==> config.mk <==
export PLATFORM = sky130hd
export DESIGN_NAME = apb_qspi_bridge
export DESIGN_NICKNAME = d
export VERILOG_FILES = /design/src/rtl/apb_qspi_bridge_pkg.sv /design/src/rtl/apb_qspi_bridge.sv
export SDC_FILE = /design/constraint.sdc
export NUM_CORES = 1
export LEC_CHECK = 0
export ABC_AREA = 1
export BUFFER_PORTS_ARGS = -buffer_cell sky130_fd_sc_hd__buf_2
export CAP_MARGIN = 20
export CELL_PAD_IN_SITES_DETAIL_PLACEMENT = 1
export CELL_PAD_IN_SITES_GLOBAL_PLACEMENT = 1
export CORE_ASPECT_RATIO = 0.7
export CORE_MARGIN = 2
export CORE_UTILIZATION = 44
export CTS_BUF_LIST = sky130_fd_sc_hd__clkbuf_2 sky130_fd_sc_hd__clkbuf_4 sky130_fd_sc_hd__clkbuf_8
export DETAILED_ROUTE_END_ITERATION = 8
export PLACE_DENSITY = 0.9
export SYNTH_ARGS = -nofsm -noshare
export SYNTH_HDL_FRONTEND = slang
export SYNTH_SLANG_ARGS = --single-unit
==> constraint.sdc <==
create_clock -name clk_i -period 4.22 [get_ports clk_i]
set_input_delay 0.422 -clock clk_i [delete_from_list [all_inputs] [get_ports clk_i]]
set_output_delay 0.422 -clock clk_i [all_outputs]
set_load 0.1 [all_outputs]
==> src/rtl/apb_qspi_bridge_pkg.sv <==
// Shared types, widths and the byte-merge helper for the APB to QSPI register bridge.
package apb_qspi_bridge_pkg;

  localparam int unsigned PERIPH_ADDR_W     = 6;
  localparam int unsigned DATA_W            = 32;
  localparam int unsigned STRB_W            = DATA_W / 8;
  localparam int unsigned DEFAULT_LAST_ADDR = 40;

  typedef enum logic [1:0] {
    IDLE = 2'd0,
    RD   = 2'd1,
    WR   = 2'd2,
    RESP = 2'd3
  } state_e;

  // Controller-side register port payload
  typedef struct packed {
    logic                     write;
    logic [STRB_W-1:0]        data_be;
    logic [PERIPH_ADDR_W-1:0] addr;
    logic [DATA_W-1:0]        wdata;
  } ctrl_req_t;

  function automatic logic [DATA_W-1:0] byte_merge(
    input logic [STRB_W-1:0] strb,
    input logic [DATA_W-1:0] new_word,
    input logic [DATA_W-1:0] old_word
  );
    logic [DATA_W-1:0] merged;
    merged = old_word;
    for (int unsigned k = 0; k < STRB_W; k++) begin
      if (strb[k]) merged[8*k +: 8] = new_word[8*k +: 8];
    end
    return merged;
  endfunction

endpackage

==> src/rtl/apb_qspi_bridge.sv <==
// APB slave front-end for the QSPI controller register port, with range/alignment errors.
// Optional read-modify-write of partial-strobe writes: define APB_QSPI_BRIDGE_RMW_EN.
module apb_qspi_bridge
  import apb_qspi_bridge_pkg::*;
#(
  parameter int unsigned ADDR_W    = 12,
  parameter int unsigned LAST_ADDR = DEFAULT_LAST_ADDR
) (
  input  logic                     clk_i,
  input  logic                     rst_ni,
  input  logic                     psel_i,
  input  logic                     penable_i,
  input  logic                     pwrite_i,
  input  logic [ADDR_W-1:0]        paddr_i,
  input  logic [DATA_W-1:0]        pwdata_i,
  input  logic [STRB_W-1:0]        pstrb_i,
  output logic [DATA_W-1:0]        prdata_o,
  output logic                     pready_o,
  output logic                     pslverr_o,
  output logic                     write_o,
  output logic [STRB_W-1:0]        data_be_o,
  output logic [PERIPH_ADDR_W-1:0] addr_o,
  output logic [DATA_W-1:0]        wdata_o,
  input  logic [DATA_W-1:0]        rdata_i
);

  localparam int unsigned PA_W = PERIPH_ADDR_W;

  state_e            state_q, state_d;
  logic [PA_W-1:0]   addr_q, addr_d;
  logic [DATA_W-1:0] wdata_q, wdata_d;
  logic [DATA_W-1:0] rdata_q, rdata_d;
  logic              err_q, err_d;
`ifdef APB_QSPI_BRIDGE_RMW_EN
  logic              rmw_q, rmw_d;
  logic [STRB_W-1:0] strb_q, strb_d;
`endif
  ctrl_req_t         req_q, req_d;
  logic              pready_d, pslverr_d;
  logic [DATA_W-1:0] prdata_d;
  logic              setup;
  logic              addr_err;

  assign setup    = psel_i & ~penable_i;
  assign addr_err = (paddr_i[1:0] != 2'b00)
                  || (paddr_i[ADDR_W-1:PA_W] != '0)
                  || (paddr_i[PA_W-1:0] > PA_W'(LAST_ADDR));

  // Next-state and transfer bookkeeping
  always_comb begin
    state_d = state_q;
    addr_d  = addr_q;
    wdata_d = wdata_q;
    rdata_d = rdata_q;
    err_d   = err_q;
`ifdef APB_QSPI_BRIDGE_RMW_EN
    rmw_d   = rmw_q;
    strb_d  = strb_q;
`endif
    unique case (state_q)
      IDLE: begin
        if (setup) begin
          addr_d  = paddr_i[PA_W-1:0];
          wdata_d = pwdata_i;
          rdata_d = '0;
          err_d   = addr_err;
`ifdef APB_QSPI_BRIDGE_RMW_EN
          rmw_d   = 1'b0;
          strb_d  = pstrb_i;
`endif
          if (addr_err)            state_d = RESP;
          else if (!pwrite_i)      state_d = RD;
          else if (pstrb_i == '1)  state_d = WR;
          else if (pstrb_i == '0)  state_d = RESP;
          else begin
`ifdef APB_QSPI_BRIDGE_RMW_EN
            rmw_d   = 1'b1;
            state_d = RD;
`else
            err_d   = 1'b1;
            state_d = RESP;
`endif
          end
        end
      end
      RD: begin
        if (!psel_i) begin
          state_d = IDLE;
`ifdef APB_QSPI_BRIDGE_RMW_EN
        end else if (rmw_q) begin
          wdata_d = byte_merge(strb_q, wdata_q, rdata_i);
          state_d = WR;
`endif
        end else begin
          rdata_d = rdata_i;
          state_d = RESP;
        end
      end
      WR:      state_d = psel_i ? RESP : IDLE;
      RESP:    state_d = IDLE;
      default: state_d = IDLE;
    endcase

    // Outputs are decoded from the next state so they leave straight from flops
    req_d     = '0;
    pready_d  = 1'b0;
    pslverr_d = 1'b0;
    prdata_d  = '0;
    unique case (state_d)
      RD: begin
        req_d.data_be = '1;
        req_d.addr    = {addr_d[PA_W-1:2], 2'b00};
      end
      WR: begin
        req_d.write   = 1'b1;
        req_d.data_be = '1;
        req_d.addr    = {addr_d[PA_W-1:2], 2'b00};
        req_d.wdata   = wdata_d;
      end
      RESP: begin
        pready_d  = 1'b1;
        pslverr_d = err_d;
        prdata_d  = rdata_d;
      end
      default: ;
    endcase
  end

  always_ff @(posedge clk_i or negedge rst_ni) begin
    if (!rst_ni) begin
      state_q   <= IDLE;
      addr_q    <= '0;
      wdata_q   <= '0;
      rdata_q   <= '0;
      err_q     <= 1'b0;
`ifdef APB_QSPI_BRIDGE_RMW_EN
      rmw_q     <= 1'b0;
      strb_q    <= '0;
`endif
      req_q     <= '0;
      pready_o  <= 1'b0;
      pslverr_o <= 1'b0;
      prdata_o  <= '0;
    end else begin
      state_q   <= state_d;
      addr_q    <= addr_d;
      wdata_q   <= wdata_d;
      rdata_q   <= rdata_d;
      err_q     <= err_d;
`ifdef APB_QSPI_BRIDGE_RMW_EN
      rmw_q     <= rmw_d;
      strb_q    <= strb_d;
`endif
      req_q     <= req_d;
      pready_o  <= pready_d;
      pslverr_o <= pslverr_d;
      prdata_o  <= prdata_d;
    end
  end

  assign write_o   = req_q.write;
  assign data_be_o = req_q.data_be;
  assign addr_o    = req_q.addr;
  assign wdata_o   = req_q.wdata;

endmodule

### Word level (Yosys, flattened, before mapping)

Cells that the tools add are included.
Widths: inputs -> output; s select.

* bitwise logic cells: 2
* reductions and logical operators: 9
* order comparisons: 1
* mux-type cells: 25
* equality and inequality tests: 7

Operator list (count)
* $mux 32: 6
* $pmux 32 s2: 1
* $mux 6: 2
* $mux 1: 10
* $mux 10: 1
* $eq 2x2->1 const B: 4
* $mux 2: 4
* $gt 6x6->1 const B: 1
* $pmux 2 s3: 1
* $reduce_bool 6->1: 1
* $eq 2x1->1 const B: 2
* $eq 4x4->1 const B: 1
* $logic_not 4->1: 1
* $reduce_or 2->1: 2
* $logic_not 2->1: 1
* $logic_or 1x1->1: 2
* $reduce_and 2->1: 1
* $reduce_bool 2->1: 1
* $and 1x1->1: 1
* $not 1->1: 1

* input bits: 85
* word-level logic and storage cells: 57
* register bits after elaboration: 150

### Logic depth before layout (Yosys ltp)

Gate-level depths: netlist (run 1).

* depth after elaboration: 9
* depth in mapped cells: 12

### Worst setup path before layout (run 1)

OpenSTA, ideal clock, no wires.

* kind: reg-to-reg
* start point: register state_q[0]
* end point: register req_q (netlist bit wdata_o[11])
* arrival: 2.006 ns
* path buffers: 2
* period minus slack after synthesis: 2.156 ns
* path slack: 2.064 ns
* cell stages (with the launch flop): 13
* cell sequence: dfrtp_1 inv_1 ha_1 inv_2 nor2_4 buf_4 nand4_1 nand2_1 inv_1 ha_1 inv_1 clkbuf_1 a211oi_2

RTL lines
* start, declared: line apb_qspi_bridge.sv:29 `state_e state_q, state_d;`
* start signal, assigned: line apb_qspi_bridge.sv:145 `state_q <= state_d;`
* end signal, assigned: line apb_qspi_bridge.sv:154 `req_q <= req_d;`
* end, declared: line apb_qspi_bridge.sv:38 `ctrl_req_t req_q, req_d;`

==> tab_implementation.tex, run 1 <==
\begin{tabular}{lr}
\hline
Metric & Value \\
\hline
\multicolumn{2}{l}{\textbf{Floorplanning}} \\
Starting density of the core & 0.455 \\
Area of the core & roughly 14000 um2 \\
Die Y-Extent & roughly 100 um \\
Die width & between 100 and 150 um \\
Ports placed on the boundary & approximately 160 \\
Row Count & 36 \\
Area enclosed by the die boundary & about 16000 um2 \\
\multicolumn{2}{l}{\textbf{Synth}} \\
Area fraction of the dominant cell type after synthesis & 0.560 \\
Mux cell area share after synthesis & 0 \\
Post-synthesis area per instance & 9.02 um2 \\
Leading cell type by number of instances after synthesis & sky130\_fd\_sc\_hd\_\_inv\_1 \\
Cell type with the largest total area after synthesis & sky130\_fd\_sc\_hd\_\_dfrtp\_1 \\
Most numerous cell types in the synthesized netlist & sky130\_fd\_sc\_hd\_\_inv\_1 (167), sky130\_fd\_sc\_hd\_\_dfrtp\_1 (143), sky130\_fd\_sc\_hd\_\_nand2\_1 (85) \\
Prevailing post-synth register cell & sky130\_fd\_sc\_hd\_\_dfrtp\_1 \\
Flip-flop and latch count after synthesis & between 100 and 150 \\
Simple-gate area share of the yosys netlist & 0.115 \\
Synth async-reset ratio & 1.00 \\
Post-synth EDFFs & 0 \\
Compound-cell area share of the yosys netlist & 0.150 \\
Syn Inst Count & 708 \\
Share of synthesized area occupied by flip-flops and latches & 0.560 \\
Cell area after technology mapping & 6390 um2 \\
Xor/xnor cell area share of the yosys netlist & 0 \\
Fraction of the mapped netlist area in adder cells & 0.00783 \\
Combinational family with the most area after synthesis & buffers and inverters \\
Warnings, synthesis & 0 \\
Synth top area cells & sky130\_fd\_sc\_hd\_\_dfrtp\_1 (56\%), sky130\_fd\_sc\_hd\_\_inv\_1 (9.8\%), sky130\_fd\_sc\_hd\_\_a211oi\_2 (5.9\%), sky130\_fd\_sc\_hd\_\_nand2\_1 (5.0\%), sky130\_fd\_sc\_hd\_\_o21ai\_0 (3.2\%) \\
Synth unique cells & 27 \\
\multicolumn{2}{l}{\textbf{Timing}} \\
Min Clock Period, post-route & approximately 3.0 ns \\
Hold Fails Final Rpt & 0 \\
Final clock period utilization by the worst path & 0.700 \\
Layout Skew & 0.0148 ns \\
Number of pins with negative max-slew slack in the final report & 0 \\
Max-slew headroom & 0.295 \\
Worst Max-Slew Pin Slew & 1.06 ns \\
Total Negative Setup Slacks & 0 ns \\
Final setup vio count & 0 \\
Final worst-path setup slack & 1.27 ns \\
Max frequency & between 300 and 400 MHz \\
Unrepaired setup endpoints after global routing & no \\
\multicolumn{2}{l}{\textbf{CTS}} \\
Post-CTS Hold Fix Bufs & 0 \\
H-tree levels & 4 \\
Total clock buffers created by CTS & 17 \\
Post-cts sizing count & 0 \\
Clock transition at the registers of the reported paths & around 0.090 ns \\
Buffers inserted by post-CTS timing repair & 0 \\
Clock tree buffer depth & 2 \\
Source-to-sink clock delay at the later pin of the worst-skew pair & roughly 0.43 ns \\
CTS tree & yes \\
Root buffer selected by CTS & sky130\_fd\_sc\_hd\_\_clkbuf\_8 \\
Number of clock sinks seen by CTS & about 140 \\
\multicolumn{2}{l}{\textbf{Drt}} \\
DRC violations left & 0 \\
Average wire length per cell after detail routing & between 10 and 15 um \\
Via count of the routed design & about 5000 \\
Initial detailed-routing violation count & around 140 \\
Final wirelength & 15700 um \\
Remaining number of nets flagged by the antenna check after routing & 0 \\
1st-pass router iterations & 4 \\
Avg Vias per Cell & 4.67 \\
\multicolumn{2}{l}{\textbf{Place}} \\
Number of input and output port buffers inserted & 159 \\
Cell area reported after detailed placement & between 7000 and 8000 um2 \\
Placement Setup Slack & roughly 1.2 ns \\
Post-DP HPWL & about 11000 um \\
Post-Place Cells & 1030 \\
Weighted congestion reported at the end of routability-driven placement & approximately 0.74 \\
\multicolumn{2}{l}{\textbf{Setup path}} \\
Worst setup path category & register to register \\
Worst setup SP type & register \\
Kind of end point of the critical path & register \\
Source of the critical timing path & state\_q[1]\$\_DFF\_PN0\_ \\
Maximum fanout along the worst path & 19 \\
Arrival time of the worst setup path & $\sim$3.3 ns \\
Reg-to-reg critical path startpoint & state\_q[1]\$\_DFF\_PN0\_ \\
Data required time at the worst endpoint & 4.55 ns \\
\multicolumn{2}{l}{\textbf{Layout}} \\
Final std cells w/o fill & about 1100 \\
Net count of the finished layout & approximately 950 \\
Fraction of final layout cells sized beyond drive strength 1 & 0.330 \\
Post-route cell area & approximately 7600 um2 \\
Count of antenna diodes in the layout & 0 \\
Syn-to-layout area delta & 19.0\% \\
\multicolumn{2}{l}{\textbf{GRT}} \\
Number of antenna violations at the first check in global routing & 0 \\
Via count of the first global-routing pass & about 5400 \\
Overall Global Routing Usage & 0.215 \\
First-pass GRT wire length & about 26000 um \\
Pin count of the biggest net entering global routing & 91 \\
Remaining Overflow, GRT & 0 \\
\multicolumn{2}{l}{\textbf{Hold path}} \\
Path category of the worst min-delay check & primary input to asynchronous set/reset pin \\
\multicolumn{2}{l}{\textbf{Flow run}} \\
Max-capacitance violation count & 0 \\
\multicolumn{2}{l}{\textbf{Outcome}} \\
Run status & finished clean \\
\hline
\end{tabular}
==> flip-flops by register name (all words and copies together), names as in the netlist <==
| signal | flops |
|---|---|
| addr_o | 4 |
| addr_q | 4 |
| data_be_o | 1 |
| err_q | 1 |
| prdata_o | 32 |
| pready_o | 1 |
| pslverr_o | 1 |
| rdata_q | 32 |
| state_q | 2 |
| wdata_o | 32 |
| wdata_q | 32 |
| write_o | 1 |
==> through the flow <==
stage / hold slack, ns / util
after floorplan: 0.126 / -
after global placement: 0.529 / 0.516
after detailed placement: 0.565 / 0.516
after CTS: 0.0706 / 0.541
after global routing: 0.0941 / 0.541
final: 0.0553 / 0.541
==> logic make-up (layout without fill, tap and decap cells) <==
family	after synthesis	in the layout
AOI/OAI and AO/OA	138	138
other	1	2
DFF	143	143
buffers and inverters	256	419
and+or+nand+nor	166	166
adders and majority gates	4	4
==> worst paths after layout <==
path                                           to  slack, ns  cells past startpoint
setup reg to reg            wdata_o[31]$_DFF_PN0_       1.27                     10
setup / recovery            wdata_o[31]$_DFF_PN0_       1.27                     10
min in group clk_i          wdata_q[31]$_DFF_PN0_       0.24                      3
hold reg to reg             wdata_o[29]$_DFF_PN0_       0.58                      4
hold / removal             prdata_o[28]$_DFF_PN0_       0.06                      1
max in group asynchronous   rdata_q[16]$_DFF_PN0_       3.26                      2
==> critical path: stages, from the launching register on <==
cell and delay (ns):
sky130_fd_sc_hd__dfrtp_1 0.38, sky130_fd_sc_hd__inv_1 0.08, sky130_fd_sc_hd__ha_1 0.18, sky130_fd_sc_hd__inv_2 0.07, sky130_fd_sc_hd__nor2_4 0.27, sky130_fd_sc_hd__nand4_1 0.14, sky130_fd_sc_hd__nand2_1 0.14, sky130_fd_sc_hd__ha_1 0.18
sky130_fd_sc_hd__clkinv_1 0.64, sky130_fd_sc_hd__buf_4 0.49, sky130_fd_sc_hd__a211oi_1 0.28
==> metal layers <==
layer / part of all wire / wire [um] / global-route usage / vias up
met5: 0 / 0 / 0 / -
met4: 0.012 / 187 / 0.0544 / 0
met3: 0.046 / 725 / 0.0594 / 17
met2: 0.48 / 7580 / 0.354 / 118
met1: 0.46 / 7170 / 0.281 / 2416
li1: - / - / - / 2410
==> cell usage in the layout (no fill, tap or decap), drive strengths merged <==
cell	count
clkbuf	20
nand2	86
nand3	1
a21oi	36
clkinv	20
nor2	43
clkinvlp	3
conb	2
a211oi	36
buf	165
or2	1
ha	4
nor3	32
dfrtp	143
nand4	3
o21ai	66
inv	211
==> final cells by class <==
| cell class | instances | area (um2) |
|---|---|---|
| fill | 1712 | 6450 |
| sequential | 143 | 3580 |
| multi-input combinational | 310 | 1750 |
| timing repair buffer | 165 | 847 |
| inverter | 222 | 838 |
| clock buffer | 20 | 263 |
| tap | 190 | 238 |
| clock inverter | 12 | 86.3 |
Power of run 1 is left out: the tool's default activity adds up to more than one toggle a clock period on the data nets, which glitch-free logic cannot reach.
==> run 2: changes to the inputs <==
--- a/config.mk
+++ b/config.mk
@@ -12,10 +12,10 @@
 export CELL_PAD_IN_SITES_GLOBAL_PLACEMENT = 1
 export CORE_ASPECT_RATIO = 0.7
 export CORE_MARGIN = 2
-export CORE_UTILIZATION = 44
+export CORE_UTILIZATION = 41
 export CTS_BUF_LIST = sky130_fd_sc_hd__clkbuf_2 sky130_fd_sc_hd__clkbuf_4 sky130_fd_sc_hd__clkbuf_8
 export DETAILED_ROUTE_END_ITERATION = 8
-export PLACE_DENSITY = 0.9
+export PLACE_DENSITY = 0.85
 export SYNTH_ARGS = -nofsm -noshare
 export SYNTH_HDL_FRONTEND = slang
 export SYNTH_SLANG_ARGS = --single-unit
==> constraint.sdc (replaced) <==
create_clock -name clk_i -period 3.05 [get_ports clk_i]
set_input_delay 0.305 -clock clk_i [delete_from_list [all_inputs] [get_ports clk_i]]
set_output_delay 0.305 -clock clk_i [all_outputs]
set_load 0.1 [all_outputs]
==> tab_implementation.tex, run 2 (synthesized netlist as in run 1, its figures left out) <==
\begin{tabular}{lr}
\hline
Metric & Value \\
\hline
\multicolumn{2}{l}{\textbf{Timing}} \\
Total Negative Setup Slacks & 0 ns (unchanged) \\
Max-slew headroom & 0.503 (+0.207) \\
Unrepaired setup endpoints after global routing & no \\
Max frequency & 402 MHz (+19\%) \\
Final setup vio count & 0 (unchanged) \\
Number of pins with negative max-slew slack in the final report & 0 (unchanged) \\
Hold Fails Final Rpt & 0 (unchanged) \\
Final worst-path setup slack & 0.560 ns (-0.705 ns) \\
Worst Max-Slew Pin Slew & 0.746 ns (-0.310 ns) \\
Final clock period utilization by the worst path & 0.816 (+0.116) \\
Layout Skew & 0.0109 ns (-0.00388 ns) \\
Min Clock Period, post-route & 2.49 ns (-0.465 ns) \\
\multicolumn{2}{l}{\textbf{Drt}} \\
1st-pass router iterations & 4 (unchanged) \\
Remaining number of nets flagged by the antenna check after routing & 0 (unchanged) \\
Final wirelength & 15100 um (-3.7\%) \\
Via count of the routed design & 4876 (-1.7\%) \\
Initial detailed-routing violation count & 164 (+15\%) \\
Avg Vias per Cell & 4.54 (-2.9\%) \\
DRC violations left & 0 (unchanged) \\
Average wire length per cell after detail routing & 14.0 um (-4.8\%) \\
\multicolumn{2}{l}{\textbf{GRT}} \\
Via count of the first global-routing pass & 5208 (-2.8\%) \\
Overall Global Routing Usage & 0.189 (-0.0254) \\
First-pass GRT wire length & 25000 um (-4.6\%) \\
Number of antenna violations at the first check in global routing & 0 (unchanged) \\
Remaining Overflow, GRT & 0 (unchanged) \\
Pin count of the biggest net entering global routing & 73 (-20\%) \\
\multicolumn{2}{l}{\textbf{Layout}} \\
Most common cell after layout, fill and taps aside & sky130\_fd\_sc\_hd\_\_inv\_1 \\
Net count of the finished layout & 951 (+0.32\%) \\
Filler cell count & 1891 (+10\%) \\
Most frequent cells in the layout & sky130\_fd\_sc\_hd\_\_inv\_1 (167), sky130\_fd\_sc\_hd\_\_buf\_2 (158), sky130\_fd\_sc\_hd\_\_dfrtp\_1 (143), sky130\_fd\_sc\_hd\_\_nand2\_1 (85), sky130\_fd\_sc\_hd\_\_nor2\_1 (42) \\
Syn-to-layout area delta & 20.5\% \\
Count of antenna diodes in the layout & 0 (unchanged) \\
Fraction of final layout cells sized beyond drive strength 1 & 0.331 (+0.00115) \\
\multicolumn{2}{l}{\textbf{Place}} \\
Post-DP HPWL & 10500 um (-3.4\%) \\
Placement Setup Slack & 0.542 ns (-0.680 ns) \\
Number of input and output port buffers inserted & 159 (unchanged) \\
Weighted congestion reported at the end of routability-driven placement & 0.729 (-1.6\%) \\
\multicolumn{2}{l}{\textbf{Floorplanning}} \\
Row Count & 38 (+5.6\%) \\
Ports placed on the boundary & 162 (unchanged) \\
Die width & 153 um (+3.5\%) \\
Die Y-Extent & 108 um (+3.5\%) \\
Area enclosed by the die boundary & 16600 um2 (+7.1\%) \\
Area of the core & 15400 um2 (+9.3\%) \\
Starting density of the core & 0.416 (-0.0386) \\
\multicolumn{2}{l}{\textbf{CTS}} \\
Buffers inserted by post-CTS timing repair & 0 (unchanged) \\
H-tree levels & 4 (unchanged) \\
Post-CTS Hold Fix Bufs & 1 (+1) \\
Root buffer selected by CTS & sky130\_fd\_sc\_hd\_\_clkbuf\_8 \\
Clock transition at the registers of the reported paths & 0.08 ns (about the same) \\
Number of clock sinks seen by CTS & 143 (unchanged) \\
Total clock buffers created by CTS & 17 (unchanged) \\
Clock tree buffer depth & 2 (unchanged) \\
Post-cts sizing count & 0 (unchanged) \\
Source-to-sink clock delay at the later pin of the worst-skew pair & 0.43 ns (about the same) \\
CTS tree & yes \\
\multicolumn{2}{l}{\textbf{Setup path}} \\
Cell repeated most along the worst path & sky130\_fd\_sc\_hd\_\_inv\_1 \\
Kind of end point of the critical path & register \\
Delay of the slowest critical-path stage & 0.43 ns (-0.21 ns) \\
Standard cell with the maximum stage delay on the critical path & sky130\_fd\_sc\_hd\_\_nor2\_4 \\
Maximum fanout along the worst path & 32 (+13) \\
Worst reg2reg setup slack & 0.56 ns (-0.71 ns) \\
Data required time at the worst endpoint & 3.31 ns (-1.24 ns) \\
Worst setup SP type & register \\
WP buf/inv & 5 (+1) \\
Worst setup path category & register to register \\
Arrival time of the worst setup path & 2.75 ns (-0.53 ns) \\
Cell family with most CP delay & buffers and inverters \\
Critical Path, Cell by Cell & inv\_1, ha\_1, inv\_2, nor2\_4, nand4\_1, nand2\_1, inv\_1, ha\_1, inv\_1, buf\_4, a211oi\_1 \\
\multicolumn{2}{l}{\textbf{Outcome}} \\
Run status & finished clean \\
\multicolumn{2}{l}{\textbf{Flow run}} \\
Max-capacitance violation count & 0 (unchanged) \\
\multicolumn{2}{l}{\textbf{Hold path}} \\
Path category of the worst min-delay check & primary input to register \\
\hline
\end{tabular}
==> run 2: metal layers <==
metal / vias up / GRT usage / share of wire
li1: 2416 / - / -
met1: 2344 / 0.235 / 0.45
met2: 100 / 0.341 / 0.50
met3: 16 / 0.0377 / 0.039
met4: 0 / 0.0489 / 0.011
met5: - / 0 / 0
==> run 2: final cells by class <==
class	instances	area, um2	share of cell area
clock inverters	12	123	0.0159
clock buffers	20	275	0.0358
well taps	200	250	0.0325
inverters	222	838	0.109
repair buffers	168	885	0.115
flip-flops and latches	143	3580	0.465
multi-input cells	310	1750	0.227
==> run 2: final timing paths <==
path	startpoint	endpoint	cells past startpoint
setup / recovery	state_q[1]$_DFF_PN0_	wdata_o[2]$_DFF_PN0_	11
hold / removal	pwdata_i[31]	wdata_q[31]$_DFF_PN0_	3
setup reg to reg	state_q[1]$_DFF_PN0_	wdata_o[2]$_DFF_PN0_	11
hold reg to reg	err_q$_DFF_PN0_	err_q$_DFF_PN0_	3
max in group asynchronous	rst_ni	rdata_q[23]$_DFF_PN0_	3
min in group asynchronous	rst_ni	wdata_q[20]$_DFF_PN0_	2
==> run 2: per-stage QoR <==
step / util / instance area [um2] / hold slack, ns / cells
detailed placement: 0.475 / 7290 / 0.373 / 1042
global route: 0.501 / 7700 / 0.105 / 1075
CTS: 0.501 / 7700 / 0.0984 / 1075
floorplan: - / 6390 / 0.00941 / 709
finish: 0.501 / 7700 / 0.121 / 1075
global placement: 0.475 / 7290 / 0.373 / 1042
==> run 2: worst min-delay path, cell delays in order <==
cell	delay [ns]
sky130_fd_sc_hd__buf_2	0.09
sky130_fd_sc_hd__inv_1	0.06
sky130_fd_sc_hd__a21oi_1	0.06
Power of run 2 is left out for the same reason.
